===== src/rtl/outlier_pkg.sv =====
// Shared types and default sizes for the DROR outlier-removal datapath.
package outlier_pkg;
   localparam int N_DEF   = 16;
   localparam int M_DEF   = 32;
   localparam int CN_DEF  = 2;
   localparam int LAT_DEF = 3;

   typedef enum logic [2:0] {
      S_IDLE, S_CLEAR, S_SWEEP, S_DRAIN, S_EMIT, S_NEXT, S_DONE
   } state_e;

   typedef logic [N_DEF-1:0] idx_t;
endpackage


===== src/rtl/outlier_emit_arbiter.sv =====
// Picks the lowest pending core verdict and returns the mask with that bit removed.
module outlier_emit_arbiter #(
   parameter int WIDTH = 2,
   parameter int IW    = 1
) (
   input  logic [WIDTH-1:0] pending,
   output logic             any,
   output logic [IW-1:0]    idx,
   output logic [WIDTH-1:0] rest
);
   logic [WIDTH-1:0] onehot;

   assign any    = |pending;
   assign onehot = pending & ~(pending - WIDTH'(1));
   assign rest   = pending & ~onehot;

   always_comb begin
      idx = '0;
      for (int i = 0; i < WIDTH; i++)
         if (onehot[i]) idx = IW'(i);
   end
endmodule


===== src/rtl/outlier_sweep_scheduler.sv =====
// Sequences test-point groups, feeder window sweeps, core drain and outlier index serialisation.
module outlier_sweep_scheduler
   import outlier_pkg::*;
#(
   parameter int N           = N_DEF,
   parameter int M           = M_DEF,
   parameter int CORE_NUMBER = CN_DEF,
   parameter int CORE_LAT    = LAT_DEF
) (
   input  logic                   clock,
   input  logic                   reset,
   input  logic                   start,
   input  logic [N-1:0]           point_cloud_size,
   output logic [N-1:0]           feeder_pos,
   output logic                   feeder_valid,
   output logic [M-1:0]           feeder_lane_valid,
   output logic [N-1:0]           point_pos,
   output logic [CORE_NUMBER-1:0] core_active,
   output logic                   core_clear,
   input  logic [CORE_NUMBER-1:0] core_outlier,
   output logic                   fifo_push,
   output logic [N-1:0]           fifo_data,
   input  logic                   fifo_full,
   output logic                   busy,
   output logic                   done,
   output logic [N-1:0]           outlier_count
);
   localparam int IW = (CORE_NUMBER > 1) ? $clog2(CORE_NUMBER) : 1;
   localparam int CW = $clog2(CORE_LAT + 1);

   state_e                 state_q, state_d;
   logic [N-1:0]           size_q, size_d;
   logic [N-1:0]           feeder_pos_q, feeder_pos_d;
   logic [N-1:0]           point_pos_q, point_pos_d;
   logic [N-1:0]           outlier_count_q, outlier_count_d;
   logic [CORE_NUMBER-1:0] pending_q, pending_d;
   logic [CW-1:0]          lat_cnt_q, lat_cnt_d;
   logic                   busy_q, busy_d, done_q, done_d;
   logic                   core_clear_q, core_clear_d, feeder_valid_q, feeder_valid_d;

   logic                   arb_any;
   logic [IW-1:0]          arb_idx;
   logic [CORE_NUMBER-1:0] arb_rest;
   logic [N:0]             fpos_end, ppos_end, size_w;
   logic [CORE_NUMBER-1:0] verdict;

   outlier_emit_arbiter #(.WIDTH(CORE_NUMBER), .IW(IW)) u_arb (
      .pending (pending_q),
      .any     (arb_any),
      .idx     (arb_idx),
      .rest    (arb_rest)
   );

   // Bounds are compared one bit wider so a cloud near 2^N never wraps.
   assign size_w   = {1'b0, size_q};
   assign fpos_end = {1'b0, feeder_pos_q} + (N+1)'(M);
   assign ppos_end = {1'b0, point_pos_q} + (N+1)'(CORE_NUMBER);
   assign verdict  = core_outlier & core_active;

   always_comb begin
      for (int i = 0; i < M; i++)
         feeder_lane_valid[i] = feeder_valid_q && (({1'b0, feeder_pos_q} + (N+1)'(i)) < size_w);
      for (int i = 0; i < CORE_NUMBER; i++)
         core_active[i] = ({1'b0, point_pos_q} + (N+1)'(i)) < size_w;
   end

   assign fifo_push     = (state_q == S_EMIT) && arb_any && !fifo_full;
   assign fifo_data     = point_pos_q + N'(arb_idx);
   assign feeder_pos    = feeder_pos_q;
   assign feeder_valid  = feeder_valid_q;
   assign point_pos     = point_pos_q;
   assign core_clear    = core_clear_q;
   assign busy          = busy_q;
   assign done          = done_q;
   assign outlier_count = outlier_count_q;

   always_comb begin
      state_d         = state_q;
      size_d          = size_q;
      feeder_pos_d    = feeder_pos_q;
      point_pos_d     = point_pos_q;
      outlier_count_d = outlier_count_q;
      pending_d       = pending_q;
      lat_cnt_d       = lat_cnt_q;
      case (state_q)
         S_IDLE, S_DONE: begin
            if (start) begin
               size_d          = point_cloud_size;
               point_pos_d     = '0;
               feeder_pos_d    = '0;
               outlier_count_d = '0;
               state_d         = (point_cloud_size == '0) ? S_DONE : S_CLEAR;
            end
         end
         S_CLEAR: begin
            feeder_pos_d = '0;
            state_d      = S_SWEEP;
         end
         S_SWEEP: begin
            if (fpos_end >= size_w) begin
               lat_cnt_d = '0;
               state_d   = S_DRAIN;
            end else begin
               feeder_pos_d = feeder_pos_q + N'(M);
            end
         end
         S_DRAIN: begin
            if (lat_cnt_q == CW'(CORE_LAT - 1)) begin
               pending_d = verdict;
               state_d   = (verdict != '0) ? S_EMIT : S_NEXT;
            end else begin
               lat_cnt_d = lat_cnt_q + CW'(1);
            end
         end
         S_EMIT: begin
            if (!arb_any) begin
               state_d = S_NEXT;
            end else if (!fifo_full) begin
               pending_d       = arb_rest;
               outlier_count_d = outlier_count_q + N'(1);
               if (arb_rest == '0) state_d = S_NEXT;
            end
         end
         S_NEXT: begin
            if (ppos_end >= size_w) begin
               state_d = S_DONE;
            end else begin
               point_pos_d = point_pos_q + N'(CORE_NUMBER);
               state_d     = S_CLEAR;
            end
         end
         default: state_d = S_IDLE;
      endcase
      // Status outputs track the state being entered so they register with it.
      busy_d         = (state_d != S_IDLE) && (state_d != S_DONE);
      done_d         = (state_d == S_DONE);
      core_clear_d   = (state_d == S_CLEAR);
      feeder_valid_d = (state_d == S_SWEEP);
   end

   always_ff @(posedge clock or negedge reset) begin
      if (!reset) begin
         state_q         <= S_IDLE;
         size_q          <= '0;
         feeder_pos_q    <= '0;
         point_pos_q     <= '0;
         outlier_count_q <= '0;
         pending_q       <= '0;
         lat_cnt_q       <= '0;
         busy_q          <= 1'b0;
         done_q          <= 1'b0;
         core_clear_q    <= 1'b0;
         feeder_valid_q  <= 1'b0;
      end else begin
         state_q         <= state_d;
         size_q          <= size_d;
         feeder_pos_q    <= feeder_pos_d;
         point_pos_q     <= point_pos_d;
         outlier_count_q <= outlier_count_d;
         pending_q       <= pending_d;
         lat_cnt_q       <= lat_cnt_d;
         busy_q          <= busy_d;
         done_q          <= done_d;
         core_clear_q    <= core_clear_d;
         feeder_valid_q  <= feeder_valid_d;
      end
   end
endmodule

===== config.mk =====
export PLATFORM = sky130hd
export DESIGN_NAME = outlier_sweep_scheduler
export DESIGN_NICKNAME = d
export VERILOG_FILES = /design/src/rtl/outlier_pkg.sv /design/src/rtl/outlier_emit_arbiter.sv /design/src/rtl/outlier_sweep_scheduler.sv
export SDC_FILE = /design/constraint.sdc
export NUM_CORES = 1
export LEC_CHECK = 0
export BUFFER_PORTS_ARGS = -buffer_cell sky130_fd_sc_hd__buf_2
export CELL_PAD_IN_SITES_DETAIL_PLACEMENT = 2
export CELL_PAD_IN_SITES_GLOBAL_PLACEMENT = 2
export CORE_MARGIN = 1.5
export CORE_UTILIZATION = 36
export DETAILED_ROUTE_END_ITERATION = 8
export PLACE_DENSITY_LB_ADDON = 0.1
export SYNTH_ARGS = -nofsm -noshare
export SYNTH_HDL_FRONTEND = slang
export SYNTH_SLANG_ARGS = --single-unit

===== constraint.sdc =====
create_clock -name clock -period 6.64 [get_ports clock]
set_input_delay 0.332 -clock clock [delete_from_list [all_inputs] [get_ports clock]]
set_output_delay 0.332 -clock clock [all_outputs]
set_load 0.1 [all_outputs]

======== Yosys cells after proc, flatten, opt, wreduce, memory -nomap -nowiden ========
Cells that the tools add are included.
storage, ports and cells
  register bits ........................... 75
  word-level logic and storage cells ...... 191
  output and inout port bits .............. 103
  input port bits ......................... 22
operators by class
  mux-type cells .......................... 26
  reduce and logical (&&, ||, !) cells .... 54
  order comparisons ....................... 36
  equal/unequal tests ..................... 19
  add/sub/neg operators ................... 40
  bitwise logic cells ..................... 5
operators by type and width
  operator                                        number
  < comparator 17 x 16 -> 1 bit                   32
  adder 16 x 5 -> 17 bit (second input constant)  16
  adder 16 x 4 -> 17 bit (second input constant)  8
  2-to-1 mux 16 bit                               5
  adder 16 x 3 -> 17 bit (second input constant)  4
  one-hot mux 16 bit (2 select lines)             2
  adder 16 x 2 -> 17 bit (second input constant)  3
  one-hot mux 16 bit (3 select lines)             1
  logical AND 1 bit                               35
  adder 16 x 1 -> 17 bit (second input constant)  2
  greater-or-equal comparator 17 x 16 -> 1 bit    2
  < comparator 16 bit                             2
  2-to-1 mux 3 bit                                8
  one-hot mux 3 bit (6 select lines)              1
  adder 16 x 6 -> 17 bit (second input constant)  1
  adder 16 x 1 -> 16 bit                          1
  adder 16 x 1 -> 16 bit (second input constant)  1
  adder 16 x 2 -> 16 bit (second input constant)  1
  adder 16 x 6 -> 16 bit (second input constant)  1
  zero test 16 bit                                1
  inequality test 2 bit (second input constant)   8
  equality test 3 bit (second input constant)     4
  2-to-1 mux 2 bit                                5
  nonzero test 2 bit                              5
  other kinds (18)                                31

======== Depth between registers and ports, before layout ========
  depth after elaboration ................. 12
  depth in mapped cells ................... 15
  mapped depth without buffers ............ 13

======== Modules after synthesis ========
From an unflattened synthesis, not the netlist that was laid out.
unflattened totals
  cells, all modules ...................... 861
  area, all modules ....................... 6891.6 um^2
modules (own cells, without submodules)
  module                   times used  area each (um^2)  cells each  sequential area each (um^2)
  outlier_sweep_scheduler  1           6857.8            856         1726.7
  outlier_emit_arbiter     1           33.8              5           0.0

======== Worst setup path after synthesis ========
No wires, ideal clock.
  path type ............................... flip-flop to output port
  start ................................... register feeder_pos_q[6] (netlist: feeder_pos[6])
  end ..................................... output feeder_lane_valid[14]
  stages on the path, launching flop included .. 10
  buffers on the path ..................... 1
  setup slack ............................. 0.274 ns
  arrival ................................. 6.034 ns
  data required time ...................... 6.308 ns
  path through ............................ dfrtp_1 clkbuf_1 ha_1 a21o_1 a21o_1 nand2_1 a21oi_1 a211oi_1 o31a_1 a21o_1
between the ends
  word-level cells in the longest chain between the ends .. 3
ends and longest elaborated chain
  what                           RTL line                        text
  start, declared                outlier_sweep_scheduler.sv:33   logic [N-1:0] feeder_pos_q, feeder_pos_d;
  start signal, assigned         outlier_sweep_scheduler.sv:157  feeder_pos_q <= feeder_pos_d;
  adder 16 x 4 -> 17 bit         outlier_sweep_scheduler.sv:62   feeder_lane_valid[i] = feeder_valid_q && (({1'b0, feeder_pos_q} + (N+1)'(i)) < size_w);
  < comparator 17 x 16 -> 1 bit  outlier_sweep_scheduler.sv:62
  logical AND 1 bit              outlier_sweep_scheduler.sv:62
  end, declared                  outlier_sweep_scheduler.sv:16   output logic [M-1:0] feeder_lane_valid,
Every way passes these cells.

======== Worst setup path in the final report ========
  start ................................... register point_pos_q[3] (netlist: point_pos[3])
  end ..................................... register core_clear_q (netlist: core_clear)
between the ends
  word-level cells in the longest chain between the ends .. 8
  elaborated cells on any way between the ends .. 12
  those cells by class .................... add/sub: 2; order compare: 3; eq/ne: 1; mux: 4; bitwise: 1; reduce/logical: 1
ends and longest elaborated chain
  what                                    RTL line                        text
  start, declared                         outlier_sweep_scheduler.sv:34   logic [N-1:0] point_pos_q, point_pos_d;
  start signal, assigned                  outlier_sweep_scheduler.sv:158  point_pos_q <= point_pos_d;
  adder 16 x 1 -> 17 bit                  outlier_sweep_scheduler.sv:64   core_active[i] = ({1'b0, point_pos_q} + (N+1)'(i)) < size_w;
  < comparator 17 x 16 -> 1 bit           outlier_sweep_scheduler.sv:64
  bitwise AND 2 bit                       outlier_sweep_scheduler.sv:58   assign verdict = core_outlier & core_active;
  nonzero test 2 bit                      outlier_sweep_scheduler.sv:110  state_d = (verdict != '0) ? S_EMIT : S_NEXT;
  2-to-1 mux 1 bit                        outlier_sweep_scheduler.sv:110
  2-to-1 mux 3 bit                        outlier_sweep_scheduler.sv:108  if (lat_cnt_q == CW'(CORE_LAT - 1)) begin
  one-hot mux 3 bit (6 select lines) (*)  outlier_sweep_scheduler.sv:85   case (state_q)
  named net state_d[0]                    outlier_sweep_scheduler.sv:31   state_e state_q, state_d;
  equality test 3 x 1 -> 1 bit (*)        outlier_sweep_scheduler.sv:137  core_clear_d = (state_d == S_CLEAR);
  named net core_clear_d                  outlier_sweep_scheduler.sv:39   logic core_clear_q, core_clear_d, feeder_valid_q, feeder_valid_d;
  end signal, assigned                    outlier_sweep_scheduler.sv:164  core_clear_q <= core_clear_d;
  end, declared                           outlier_sweep_scheduler.sv:39
The timed path passes the listed nets; every way through them passes the cells marked *.
A chain may end at the register's enable or synchronous reset.

==> results.tsv <==
metric	value	unit
outcome	finished, violations left	
failing checks	design-rule violations	
Resize count post-CTS	0	
pre-CTS WS	1.65	ns
Hold Crit Class	primary input to flip-flop	
Synth area leaders	dfrtp_1 26%, ha_1 19%, nand2_1 5.3%, o21ai_0 4.7%, a21oi_1 4.3%	
FMAX	0.200	GHz
Max transition margin	0.235	
vias in the first global route	7133	
EDFF count, synth	0	
cell total after placement	1108	
Core Area	18100	sq um
router iterations before antenna repair	7	
Ant. Diodes	0	
Top FF cell, synth	dfrtp_1	
nets	1016	
Worst Path Required	6.92	ns
via count	6408	
Via-to-Cell Ratio	5.70	
cell with the most instances after synthesis	ha_1	
final core occ	0.421	
CTS Hold Bufs	0	
TritonCTS clock tree	done	
largest net degree at the start of global routing	70	
storage element area	1730	sq um
Total GRT Usage	0.247	
asr flop ratio synth	1.00	
Die Wd	140	microns
Syn. warnings	0	
CP arrival	5.28	ns
antenna violations before repair	0	
Mapped Area	6720	sq um
CTS H-Tree Depth	3	
Clock Tree Buf Depth	2	
post-route clock period utilization	0.753	
top-area cell type share of the netlist area	0.257	
setup slack after layout	1.64	ns
per-cell routed wire length	20.7	microns
Worst-path clk slew	0.06	ns
Hold Path Depth	3	
Synth Register Bits	69	
Slew @ Worst Pin	1.14	ns
row count	49	
Post-Syn Instances	828	
Post-DP HPWL	18100	microns
fin crit period	5.00	ns
Final setup viols	0	
Fillers	2075	
Initial Util	0.370	
Hold Crit Start	point_cloud_size[0]	
cell taking the most area after synthesis	dfrtp_1	
Post-CTS Setup Bufs	0	
RSZ-0062 raised after global routing	false	
Post-synth top cells	104 x ha_1, 94 x nand2_1, 69 x dfrtp_1	
setup TNS	0	ns
Routed WL	23300	microns
reg2reg path depth	13	
grt ovf	0	
crit path kind	flip-flop to flip-flop	
gpl congestion	0.846	
first-pass GRT wire length	38000	microns
Yosys cell types	63	
Multi-input gate area	4590	sq um
layout cells sized above 1	0.181	
CTS Buf Count	9	
Skew-Pair Late Insertion Delay	0.35	ns
CTS Root Cell	clkbuf_16	
startpoint class of the critical path	flip-flop	
Finished Layout Cells	1124	
register area share after synthesis	0.257	
die area	19500	sq um
count of final hold-check violations	0	
Mean Syn Cell Area	8.11	sq um
CP Max Fanout	23	
Ports	125	
clock skew	0.0109	ns
# DRC	7	
initial DRC count	235	
DIE HEIGHT	140	microns
Syn-to-layout area delta	13.8	%
worst reg-to-reg setup slack	1.64	ns
Sink Count	69	
Max Cap Viol	0	
IO buf count	118	
worst setup path startpoint	point_pos[3]	
CP Capture Type	flip-flop	
Slew Limit Fails	0	
Post-DRT Antenna Nets	0	
Critical R2R Launch	point_pos[3]	
cell usage in the layout (no fill, tap or decap), types with 6 or more instances in the layout:
cell type	count
conb_1	7
a21oi_1	58
nand3_1	31
and2_1	14
o21ai_0	63
buf_2	118
dfrtp_1	69
xnor2_1	17
clkbuf_16	9
mux2_2	9
nor4_1	8
nand2_1	94
a31oi_1	6
and3_1	21
o21a_1	6
nor2_1	49
nor3_1	11
nand2b_1	7
nor2b_1	10
a21o_1	29
a211oi_1	9
nand4_1	17
ha_1	104
xor2_1	23
inv_1	27
critical path: stages (launching register included):
cell and delay, ns:
dfrtp_1 0.58, nand3_1 0.29, nor4_2 0.57, nand3_1 0.18
nor2_1 0.18, xor2_1 0.23, ha_1 0.30, a211oi_1 0.21
o21ai_0 0.16, a2111oi_0 0.41, a211oi_1 0.18, nand3b_1 0.88
nand4b_1 0.55, and3_1 0.21
cell families (layout without fill, tap and decap cells):
group,after synthesis,after routing,synth area share
adders and majority gates,105,105,0.195
AOI/OAI and AO/OA,210,210,0.195
muxes,12,12,0.0196
xor gates and xnor gates,40,40,0.0522
and+or+nand+nor,288,288,0.216
buffers and inverters,103,164,0.0637
DFF,69,69,0.257
other,1,7,0.000558
stage by stage:
step	instance area, sq um	hold slack [ns]
2_1_floorplan	6740	0.0364
3_3_place_gp	7320	0.469
3_5_place_dp	7320	0.505
4_1_cts	7640	0.186
5_1_grt	7640	0.222
6_report	7640	0.203
sequential cells by signal (all words and copies together) (netlist names):
register,cells
outlier_count,16
size_q,16
point_pos,15
feeder_pos,11
state_q,3
lat_cnt_q,2
pending_q,2
busy,1
core_clear,1
done,1
feeder_valid,1
path summary, 6_finish.rpt:
path / endpoint
worst max-delay path: core_clear
worst min-delay path: size_q[0]
worst max register to register: core_clear
worst min register to register: lat_cnt_q[1]
max in group asynchronous: size_q[1]
min in group asynchronous: pending_q[0]
final cells by class:
class,count,share of cell area
Tap cell,229,0.0375
Clock buffer,11,0.0318
Multi-Input combinational cell,662,0.600
Inverter,27,0.0133
Timing Repair Buffer,121,0.0802
Sequential cell,69,0.226
Clock inverter,5,0.0110
routing by layer:
metal  track usage  vias to the layer above  share of wire
li1              -                     3064              -
met1         0.305                     3212           0.45
met2         0.445                      110           0.51
met3        0.0348                       22          0.028
met4        0.0726                        0          0.017
met5             0                        -              0
Power is left out: the tool's default activity adds up to more than one toggle a clock period on the data nets, which glitch-free logic cannot reach.
